**src/rtl/rv_trace_buffer_pkg.sv**
```systemverilog
// Shared types for the retirement/memory trace buffer (package rv_trace_pkg).
// RV_TRACE_MEM_EN widens capture to store/load events, up to three pushes per cycle.
package rv_trace_pkg;

`ifdef RV_TRACE_MEM_EN
   localparam int TRC_MAX_PUSH = 3;
`else
   localparam int TRC_MAX_PUSH = 1;
`endif

   localparam int TRC_CNT_W  = $clog2(TRC_MAX_PUSH + 1);
   localparam int TRC_DATA_W = 32;
   localparam int TRC_ADDR_W = 9;
   localparam int TRC_SEQ_W  = 16;

   typedef enum logic [1:0] {
      TRC_REG   = 2'd0,
      TRC_STORE = 2'd1,
      TRC_LOAD  = 2'd2
   } trace_kind_e;

   typedef struct packed {
      trace_kind_e             kind;
      logic [TRC_ADDR_W-1:0]   tag;
      logic [TRC_DATA_W-1:0]   data;
      logic [TRC_SEQ_W-1:0]    seq;
   } trace_entry_t;

   // Saturating add of a per-cycle drop count onto the running drop counter.
   function automatic logic [TRC_SEQ_W-1:0] sat_add_cnt(input logic [TRC_SEQ_W-1:0] base,
                                                       input logic [TRC_CNT_W-1:0] inc);
      logic [TRC_SEQ_W:0] sum;
      sum = {1'b0, base} + (TRC_SEQ_W + 1)'(inc);
      return sum[TRC_SEQ_W] ? {TRC_SEQ_W{1'b1}} : sum[TRC_SEQ_W-1:0];
   endfunction

endpackage

```
**src/rtl/rv_trace_buffer_if.sv**
```systemverilog
// Trace drain handshake: the buffer is master (valid + payload), the sink is slave (ready).
interface rv_trace_buffer_if #(
   parameter int ADDR_W = rv_trace_pkg::TRC_ADDR_W,
   parameter int DATA_W = rv_trace_pkg::TRC_DATA_W,
   parameter int SEQ_W  = rv_trace_pkg::TRC_SEQ_W
);
   logic                      trc_valid;
   logic                      trc_ready;
   rv_trace_pkg::trace_kind_e trc_kind;
   logic [ADDR_W-1:0]         trc_tag;
   logic [DATA_W-1:0]         trc_data;
   logic [SEQ_W-1:0]          trc_seq;

   modport master (
      output trc_valid, trc_kind, trc_tag, trc_data, trc_seq,
      input  trc_ready
   );

   modport slave (
      input  trc_valid, trc_kind, trc_tag, trc_data, trc_seq,
      output trc_ready
   );
endinterface

```
**src/rtl/rv_trace_buffer_trc_fifo.sv**
```systemverilog
// Multi-push / single-pop synchronous FIFO of trace entries. The caller guarantees
// push_cnt never exceeds the free slots (including a same-cycle pop).
module trc_fifo
   import rv_trace_pkg::*;
#(
   parameter  int DEPTH = 16,
   localparam int PTR_W = $clog2(DEPTH),
   localparam int LVL_W = PTR_W + 1
) (
   input  logic                 clk,
   input  logic                 reset,
   input  logic [TRC_CNT_W-1:0] push_cnt,
   input  trace_entry_t         push_data [TRC_MAX_PUSH],
   input  logic                 pop,
   output trace_entry_t         head,
   output logic [LVL_W-1:0]     level,
   output logic                 empty
);

   trace_entry_t     mem_q [DEPTH];
   trace_entry_t     mem_d [DEPTH];
   logic [PTR_W-1:0] wr_ptr_q, wr_ptr_d;
   logic [PTR_W-1:0] rd_ptr_q, rd_ptr_d;
   logic [LVL_W-1:0] level_q,  level_d;
   logic             pop_eff_s;

   // Next-state: write the first push_cnt entries at consecutive slots, advance pointers.
   always_comb begin
      mem_d     = mem_q;
      pop_eff_s = pop && (level_q != {LVL_W{1'b0}});
      for (int k = 0; k < TRC_MAX_PUSH; k++) begin
         mem_d[wr_ptr_q + PTR_W'(k)] = (TRC_CNT_W'(k) < push_cnt) ? push_data[k]
                                                                   : mem_d[wr_ptr_q + PTR_W'(k)];
      end
      wr_ptr_d = wr_ptr_q + PTR_W'(push_cnt);
      rd_ptr_d = rd_ptr_q + PTR_W'(pop_eff_s);
      level_d  = level_q + LVL_W'(push_cnt) - LVL_W'(pop_eff_s);
   end

   // Storage and pointer registers; reset discards every buffered entry.
   always_ff @(posedge clk or posedge reset) begin
      if (reset) begin
         mem_q    <= '{default: '0};
         wr_ptr_q <= {PTR_W{1'b0}};
         rd_ptr_q <= {PTR_W{1'b0}};
         level_q  <= {LVL_W{1'b0}};
      end else begin
         mem_q    <= mem_d;
         wr_ptr_q <= wr_ptr_d;
         rd_ptr_q <= rd_ptr_d;
         level_q  <= level_d;
      end
   end

   assign head  = mem_q[rd_ptr_q];
   assign level = level_q;
   assign empty = (level_q == {LVL_W{1'b0}});

endmodule

```
**src/rtl/rv_trace_buffer.sv**
```systemverilog
// Retirement/memory trace capture: detects events, stamps sequence numbers, buffers and drains them.
// Define RV_TRACE_MEM_EN to also capture store/load events from the data-memory port.
module rv_trace_buffer
   import rv_trace_pkg::*;
#(
   parameter int DEPTH  = 16,
   parameter int DATA_W = TRC_DATA_W,
   parameter int ADDR_W = TRC_ADDR_W,
   parameter int SEQ_W  = TRC_SEQ_W
) (
   input  logic                  clk,
   input  logic                  reset,
   input  logic                  reg_write_sig,
   input  logic [4:0]            reg_num,
   input  logic [DATA_W-1:0]     reg_data,
   input  logic                  wr,
   input  logic                  rd,
   input  logic [ADDR_W-1:0]     addr,
   input  logic [DATA_W-1:0]     wr_data,
   input  logic [DATA_W-1:0]     rd_data,
   input  logic                  clr_ovf,
   rv_trace_buffer_if.master     trc,
   output logic [$clog2(DEPTH):0] level,
   output logic                  overflow,
   output logic [SEQ_W-1:0]      drop_cnt
);

   localparam int LVL_W = $clog2(DEPTH) + 1;

   logic [TRC_MAX_PUSH-1:0] ev_valid_s;
   trace_entry_t            src_s       [TRC_MAX_PUSH];
   logic [TRC_CNT_W-1:0]    rank_s      [TRC_MAX_PUSH];
   trace_entry_t            push_data_s [TRC_MAX_PUSH];
   trace_entry_t            stamp_s;
   trace_entry_t            head_s;
   logic [TRC_CNT_W-1:0]    cnt_s;
   logic [TRC_CNT_W-1:0]    n_ev_s, n_acc_s, n_drop_s;
   logic [LVL_W-1:0]        level_s, free_s;
   logic                    empty_s, pop_s;

   logic [TRC_SEQ_W-1:0]    seq_q, seq_d;
   logic                    overflow_q, overflow_d;
   logic [TRC_SEQ_W-1:0]    drop_cnt_q, drop_cnt_d;

   // Event detection, listed in push order: writeback belongs to the older instruction.
   always_comb begin
      ev_valid_s    = {TRC_MAX_PUSH{1'b0}};
      src_s         = '{default: '0};
      ev_valid_s[0] = reg_write_sig && (reg_num != 5'd0);
      src_s[0].kind = TRC_REG;
      src_s[0].tag  = TRC_ADDR_W'(reg_num);
      src_s[0].data = reg_data;
`ifdef RV_TRACE_MEM_EN
      ev_valid_s[1] = wr;
      src_s[1].kind = TRC_STORE;
      src_s[1].tag  = addr;
      src_s[1].data = wr_data;
      ev_valid_s[2] = rd;
      src_s[2].kind = TRC_LOAD;
      src_s[2].tag  = addr;
      src_s[2].data = rd_data;
`endif
   end

`ifndef RV_TRACE_MEM_EN
   logic unused_mem_s;
   assign unused_mem_s = ^{wr, rd, addr, wr_data, rd_data};
`endif

   // Rank each event among this cycle's events, stamp its sequence number and compact.
   always_comb begin
      cnt_s = {TRC_CNT_W{1'b0}};
      for (int i = 0; i < TRC_MAX_PUSH; i++) begin
         rank_s[i] = cnt_s;
         cnt_s     = cnt_s + TRC_CNT_W'(ev_valid_s[i]);
      end
      n_ev_s      = cnt_s;
      push_data_s = '{default: '0};
      stamp_s     = '0;
      for (int k = 0; k < TRC_MAX_PUSH; k++) begin
         for (int i = 0; i < TRC_MAX_PUSH; i++) begin
            stamp_s        = src_s[i];
            stamp_s.seq    = seq_q + TRC_SEQ_W'(rank_s[i]);
            push_data_s[k] = (ev_valid_s[i] && (rank_s[i] == TRC_CNT_W'(k))) ? stamp_s
                                                                              : push_data_s[k];
         end
      end
   end

   // Acceptance against free slots; surplus events are dropped, never stalled.
   always_comb begin
      pop_s  = !empty_s && trc.trc_ready;
      free_s = LVL_W'(DEPTH) - level_s + LVL_W'(pop_s);
      if (LVL_W'(n_ev_s) > free_s) begin
         n_acc_s = free_s[TRC_CNT_W-1:0];
      end else begin
         n_acc_s = n_ev_s;
      end
      n_drop_s = n_ev_s - n_acc_s;
      seq_d    = seq_q + TRC_SEQ_W'(n_ev_s);
      // A drop in the same cycle as clr_ovf wins: the count restarts at the new drops.
      if (n_drop_s != {TRC_CNT_W{1'b0}}) begin
         overflow_d = 1'b1;
         drop_cnt_d = sat_add_cnt(clr_ovf ? {TRC_SEQ_W{1'b0}} : drop_cnt_q, n_drop_s);
      end else if (clr_ovf) begin
         overflow_d = 1'b0;
         drop_cnt_d = {TRC_SEQ_W{1'b0}};
      end else begin
         overflow_d = overflow_q;
         drop_cnt_d = drop_cnt_q;
      end
   end

   // Sequence counter and overflow accounting registers.
   always_ff @(posedge clk or posedge reset) begin
      if (reset) begin
         seq_q      <= {TRC_SEQ_W{1'b0}};
         overflow_q <= 1'b0;
         drop_cnt_q <= {TRC_SEQ_W{1'b0}};
      end else begin
         seq_q      <= seq_d;
         overflow_q <= overflow_d;
         drop_cnt_q <= drop_cnt_d;
      end
   end

   trc_fifo #(
      .DEPTH (DEPTH)
   ) u_fifo (
      .clk       (clk),
      .reset     (reset),
      .push_cnt  (n_acc_s),
      .push_data (push_data_s),
      .pop       (pop_s),
      .head      (head_s),
      .level     (level_s),
      .empty     (empty_s)
   );

   assign trc.trc_valid = !empty_s;
   assign trc.trc_kind  = head_s.kind;
   assign trc.trc_tag   = head_s.tag;
   assign trc.trc_data  = head_s.data;
   assign trc.trc_seq   = head_s.seq;
   assign level         = level_s;
   assign overflow      = overflow_q;
   assign drop_cnt      = drop_cnt_q;

endmodule

```
**src/flat_wrapper.sv**
```systemverilog
// flat-port wrapper written by rule: the top's interface ports become plain ports
module rv_trace_buffer_flat import rv_trace_pkg::*;
#(
   parameter int DEPTH  = 16,
   parameter int DATA_W = TRC_DATA_W,
   parameter int ADDR_W = TRC_ADDR_W,
   parameter int SEQ_W  = TRC_SEQ_W
)
  (clk, reset, reg_write_sig, reg_num, reg_data, wr, rd, addr, wr_data, rd_data, clr_ovf, level, overflow, drop_cnt, trc_trc_valid, trc_trc_kind, trc_trc_tag, trc_trc_data, trc_trc_seq, trc_trc_ready);
  rv_trace_buffer_if #(.ADDR_W(ADDR_W), .DATA_W(DATA_W), .SEQ_W(SEQ_W)) trc_i ();
  input  logic clk;
  input  logic reset;
  input  logic reg_write_sig;
  input  logic [4:0] reg_num;
  input  logic [DATA_W-1:0] reg_data;
  input  logic wr;
  input  logic rd;
  input  logic [ADDR_W-1:0] addr;
  input  logic [DATA_W-1:0] wr_data;
  input  logic [DATA_W-1:0] rd_data;
  input  logic clr_ovf;
  output logic [$clog2(DEPTH):0] level;
  output logic overflow;
  output logic [SEQ_W-1:0] drop_cnt;
  output wire logic [$bits(trc_i.trc_valid)-1:0] trc_trc_valid;
  output wire logic [$bits(trc_i.trc_kind)-1:0] trc_trc_kind;
  output wire logic [$bits(trc_i.trc_tag)-1:0] trc_trc_tag;
  output wire logic [$bits(trc_i.trc_data)-1:0] trc_trc_data;
  output wire logic [$bits(trc_i.trc_seq)-1:0] trc_trc_seq;
  input wire logic [$bits(trc_i.trc_ready)-1:0] trc_trc_ready;
  assign trc_trc_valid = trc_i.trc_valid;
  assign trc_trc_kind = trc_i.trc_kind;
  assign trc_trc_tag = trc_i.trc_tag;
  assign trc_trc_data = trc_i.trc_data;
  assign trc_trc_seq = trc_i.trc_seq;
  assign trc_i.trc_ready = trc_trc_ready;
  rv_trace_buffer #(.DEPTH(DEPTH), .DATA_W(DATA_W), .ADDR_W(ADDR_W), .SEQ_W(SEQ_W)) u_core (.clk(clk), .reset(reset), .reg_write_sig(reg_write_sig), .reg_num(reg_num), .reg_data(reg_data), .wr(wr), .rd(rd), .addr(addr), .wr_data(wr_data), .rd_data(rd_data), .clr_ovf(clr_ovf), .trc(trc_i), .level(level), .overflow(overflow), .drop_cnt(drop_cnt));
endmodule
```
**config.mk**
```make
export PLATFORM = sky130hd
export DESIGN_NAME = rv_trace_buffer_flat
export DESIGN_NICKNAME = d
export VERILOG_FILES = /design/src/rtl/rv_trace_buffer_pkg.sv /design/src/rtl/rv_trace_buffer_if.sv /design/src/rtl/rv_trace_buffer_trc_fifo.sv /design/src/rtl/rv_trace_buffer.sv /design/src/flat_wrapper.sv
export SDC_FILE = /design/constraint.sdc
export NUM_CORES = 2
export LEC_CHECK = 0
export BUFFER_PORTS_ARGS = -buffer_cell sky130_fd_sc_hd__buf_2
export CORE_ASPECT_RATIO = 1.4
export CORE_MARGIN = 8
export CORE_UTILIZATION = 45
export CTS_CLUSTER_DIAMETER = 50
export DETAILED_ROUTE_END_ITERATION = 10
export PLACE_DENSITY = 0.65
export SLEW_MARGIN = 0
export SYNTH_ARGS = -nofsm -noshare
export SYNTH_HDL_FRONTEND = slang
export SYNTH_SLANG_ARGS = --single-unit
```
**constraint.sdc**
```tcl
create_clock -name clk -period 44.6 [get_ports clk]
set_input_delay 8.92 -clock clk [delete_from_list [all_inputs] [get_ports clk]]
set_output_delay 8.92 -clock clk [all_outputs]
set_load 0.005 [all_outputs]
```
==> key figures <==
Status
  • Status: finished, final reports clean

Yosys
  • Post-synth top cells: 990 x dfrtp_1, 877 x nor2_1, 858 x a21oi_1, 531 x mux4_2, 224 x clkbuf_1
  • Ys Warns: 0
  • Synth top area cells: dfrtp_1 49%, mux4_2 24%, a21oi_1 8.5%
  • Post-synthesis cell count: 4,311
  • Synth async-reset ratio: 100.0%
  • Cell area after synthesis: 50,780 um2
  • Most used DFF post-synth: dfrtp_1
  • Synth cell types: 56
  • Yosys top cell by area: dfrtp_1
  • Synthesized net count: 4,445
  • Seq cells post-synth: 990
  • Post-synthesis sequential area ratio: 48.79%
  • Share of the synthesized area in the top cell type: 48.79%
  • Count leader, synth: dfrtp_1
  • Number of flops mapped to enable cells by yosys: 0
  • Avg Inst Size Synth: 11.78 um2

CTS
  • Hold Buf Count CTS: 0
  • CTS buffer count: 104
  • Post-cts gate resize count: 0
  • TritonCTS clock tree: done
  • Max Root-Sink Buffers: 3
  • Sink Count: 990
  • Clock Root Buffer: clkbuf_16
  • CTS H-Tree Depth: 3
  • # Post-CTS Setup Buffers: 0
  • Clk_lat worst skew: 720 ps
  • Clk pin slew, worst setup/hold paths: 60 ps

Power and ir drop
  • LEAKAGE: 20.81 nW
  • Flop pwr share: 33.5%
  • Power density over the cells: 88.88 nW/um2
  • Sw frac: 40.28%
  • Int Pwr: 2.936 mW
  • Gate power share: 48.2%
  • NetSw: 1.981 mW
  • Maximum vdd drop: 57.15 uV
  • Clk pwr share: 18.4%
  • Pwr Total: 4.917 mW

Critical path
  • Worst Path Required: 35,680 ps
  • Crit. End Element: primary output
  • Worst-path fanout max: 55
  • Critical Path Start Type: flop
  • Slowest stage delay, CP: 980 ps
  • Setup Crit Path Kind: reg2out
  • Crit-path slowest cell: dfrtp_4
  • Critical path arrival: 4710 ps
  • CP cell instances: buf_4 > buf_4 > mux4_2 > mux4_2 > buf_2

Placed design
  • HPWL after DPL: 76.29 mm
  • Port Buffers: 123
  • Gpl congestion: 0.7811

Floorplan
  • Die width: 299.9 um
  • Die Y-Extent: 413.5 um
  • Cell Rows: 146
  • Die area: 124,000 um2
  • Core Area: 112,500 um2
  • Initial Utilization: 45.13%
  • # IOs: 199

Global route
  • Met2 Resource Use GR: 37.59%
  • GRT Max-Usage Layer: met2
  • First-pass GRT wire length: 218.3 mm
  • Grt met1 use: 29.81%
  • Tot GR Track Use: 22.75%
  • Vias in the first global route: 36,160
  • Total gr overflow: 0
  • Largest net degree at the start of global routing: 166
  • Antenna violations before repair: 2
  • Grt met3 use: 4.112%

STA
  • Tcrit/Tclk final: 30.55%
  • Worst-margin pin slew: 1244 ps
  • Fin Hold WS: 478.7 ps
  • Fin crit period: 13,630 ps
  • Slew Limit Fails: 0
  • Final Hold Vio Count: 0
  • Peak Freq: 73.38 MHz
  • RSZ-0062 raised after global routing: false
  • Setup TNS: 0 ps
  • Endpoints failing setup: 0
  • Final setup skew: 35.59 ps
  • Rel. slew slack: 16.88%

Detailed routing
  • WL per Instance: 24.47 um
  • Drt initial violations: 2,950
  • Vias per std cell: 6.119
  • Vias: 35,120
  • Drt first pass iters: 5
  • Detail Route Antenna Nets: 0
  • Drt drc: 0
  • Post-Route WL: 140.5 mm

Finish
  • Finished Core Util: 49.17%
  • Layout area overhead: 8.952%
  • Final nets: 4,312
  • Layout cells sized above 1: 23.83%

Flow run
  • Max Cap Viol: 0

Worst hold path
  • Worst Hold Class: reg2reg
==> final cells by class <==
cell class                 count  area (um2)
fill                        9921       57200
sequential                   990       24800
multi-input combinational   2875       23880
clock buffer                 142        2927
tap                         1480        1852
timing repair buffer         193        1191
clock inverter                45       614.3
inverter                      14       60.06
antenna                        1       2.502
==> flip-flops by register name, summed over array words and instances (netlist names) <==
name and cells:
u_core.u_fifo.rd_ptr_q 4, u_core.seq_q 16, u_core.u_fifo.level 5, u_core.drop_cnt 16, u_core.overflow 1, u_core.u_fifo.wr_ptr_q 4, u_core.u_fifo.mem_q 944
==> kinds of logic after synthesis <==
logic type	Yosys count	share of synthesized area (%)
mux	546	23.85
xor+xnor	29	0.5150
simple gates	1099	8.676
compound gates	1184	13.24
buf+inv	446	4.502
fa+ha+maj	17	0.4337
flops	990	48.79
==> routing by layer <==
metal  up-vias  routed length, um
met2      1358              69330
met3       335               9961
met4         2               5291
met1     17880              55890
li1      15550                  -
met5         -                 13
==> per-stage QoR <==
| stage | cell area [um2] | setup WS (ps) | cells |
|---|---|---|---|
| after floorplan | 50780 | 7828 | 4311 |
| after global placement | 51780 | 30980 | 5552 |
| after detailed placement | 51780 | 30960 | 5552 |
| after CTS | 55320 | 30960 | 5739 |
| after global routing | 55330 | 30850 | 5740 |
| final | 55330 | 30970 | 5740 |
==> critical path: cells and delay by family (launching register included) <==
| kind | cells | cell delay (ps) |
|---|---|---|
| buf+inv | 3 | 1830 |
| flops | 1 | 980 |
| mux | 2 | 1150 |
==> cell usage in the layout (no fill, tap or decap), types with 15 or more instances in the layout <==
cell	instances
xnor2_1	19
clkbuf_8	16
ha_1	16
a21oi_2	52
o21ai_2	24
clkbuf_1	21
clkbuf_16	105
a22oi_1	106
nand3_1	20
o21ai_0	76
nand2_1	122
dfrtp_1	983
a21oi_1	857
mux2i_1	15
buf_2	123
buf_4	66
nor2_1	867
mux4_2	531
a211oi_1	44
==> power groups by stage <==
stage	sequential [mW]	combinational [mW]	clock, mW
after global routing	1.70	2.57	0.955
after floorplan	1.51	1.90	0
after CTS	1.64	2.38	0.919
after detailed placement	1.65	2.37	0
after global placement	1.62	2.33	0
final	1.65	2.37	0.903
==> worst paths after layout <==
path                                           start                       end  slack (ps)  cells past startpoint
max                        u_core.u_fifo.rd_ptr_q[1]           trc_trc_data[8]       30970                      5
max reg2reg                   u_core.u_fifo.level[2]  u_core.u_fifo.mem_q[656]       39170                     13
min reg2reg                          u_core.seq_q[0]           u_core.seq_q[0]         480                      1
max in group asynchronous                      reset  u_core.u_fifo.mem_q[217]       31930                      6
min in group asynchronous                      reset  u_core.u_fifo.mem_q[940]        8340                      2
min                                  u_core.seq_q[0]           u_core.seq_q[0]         480                      1
Power figures use the tool's default switching activity.
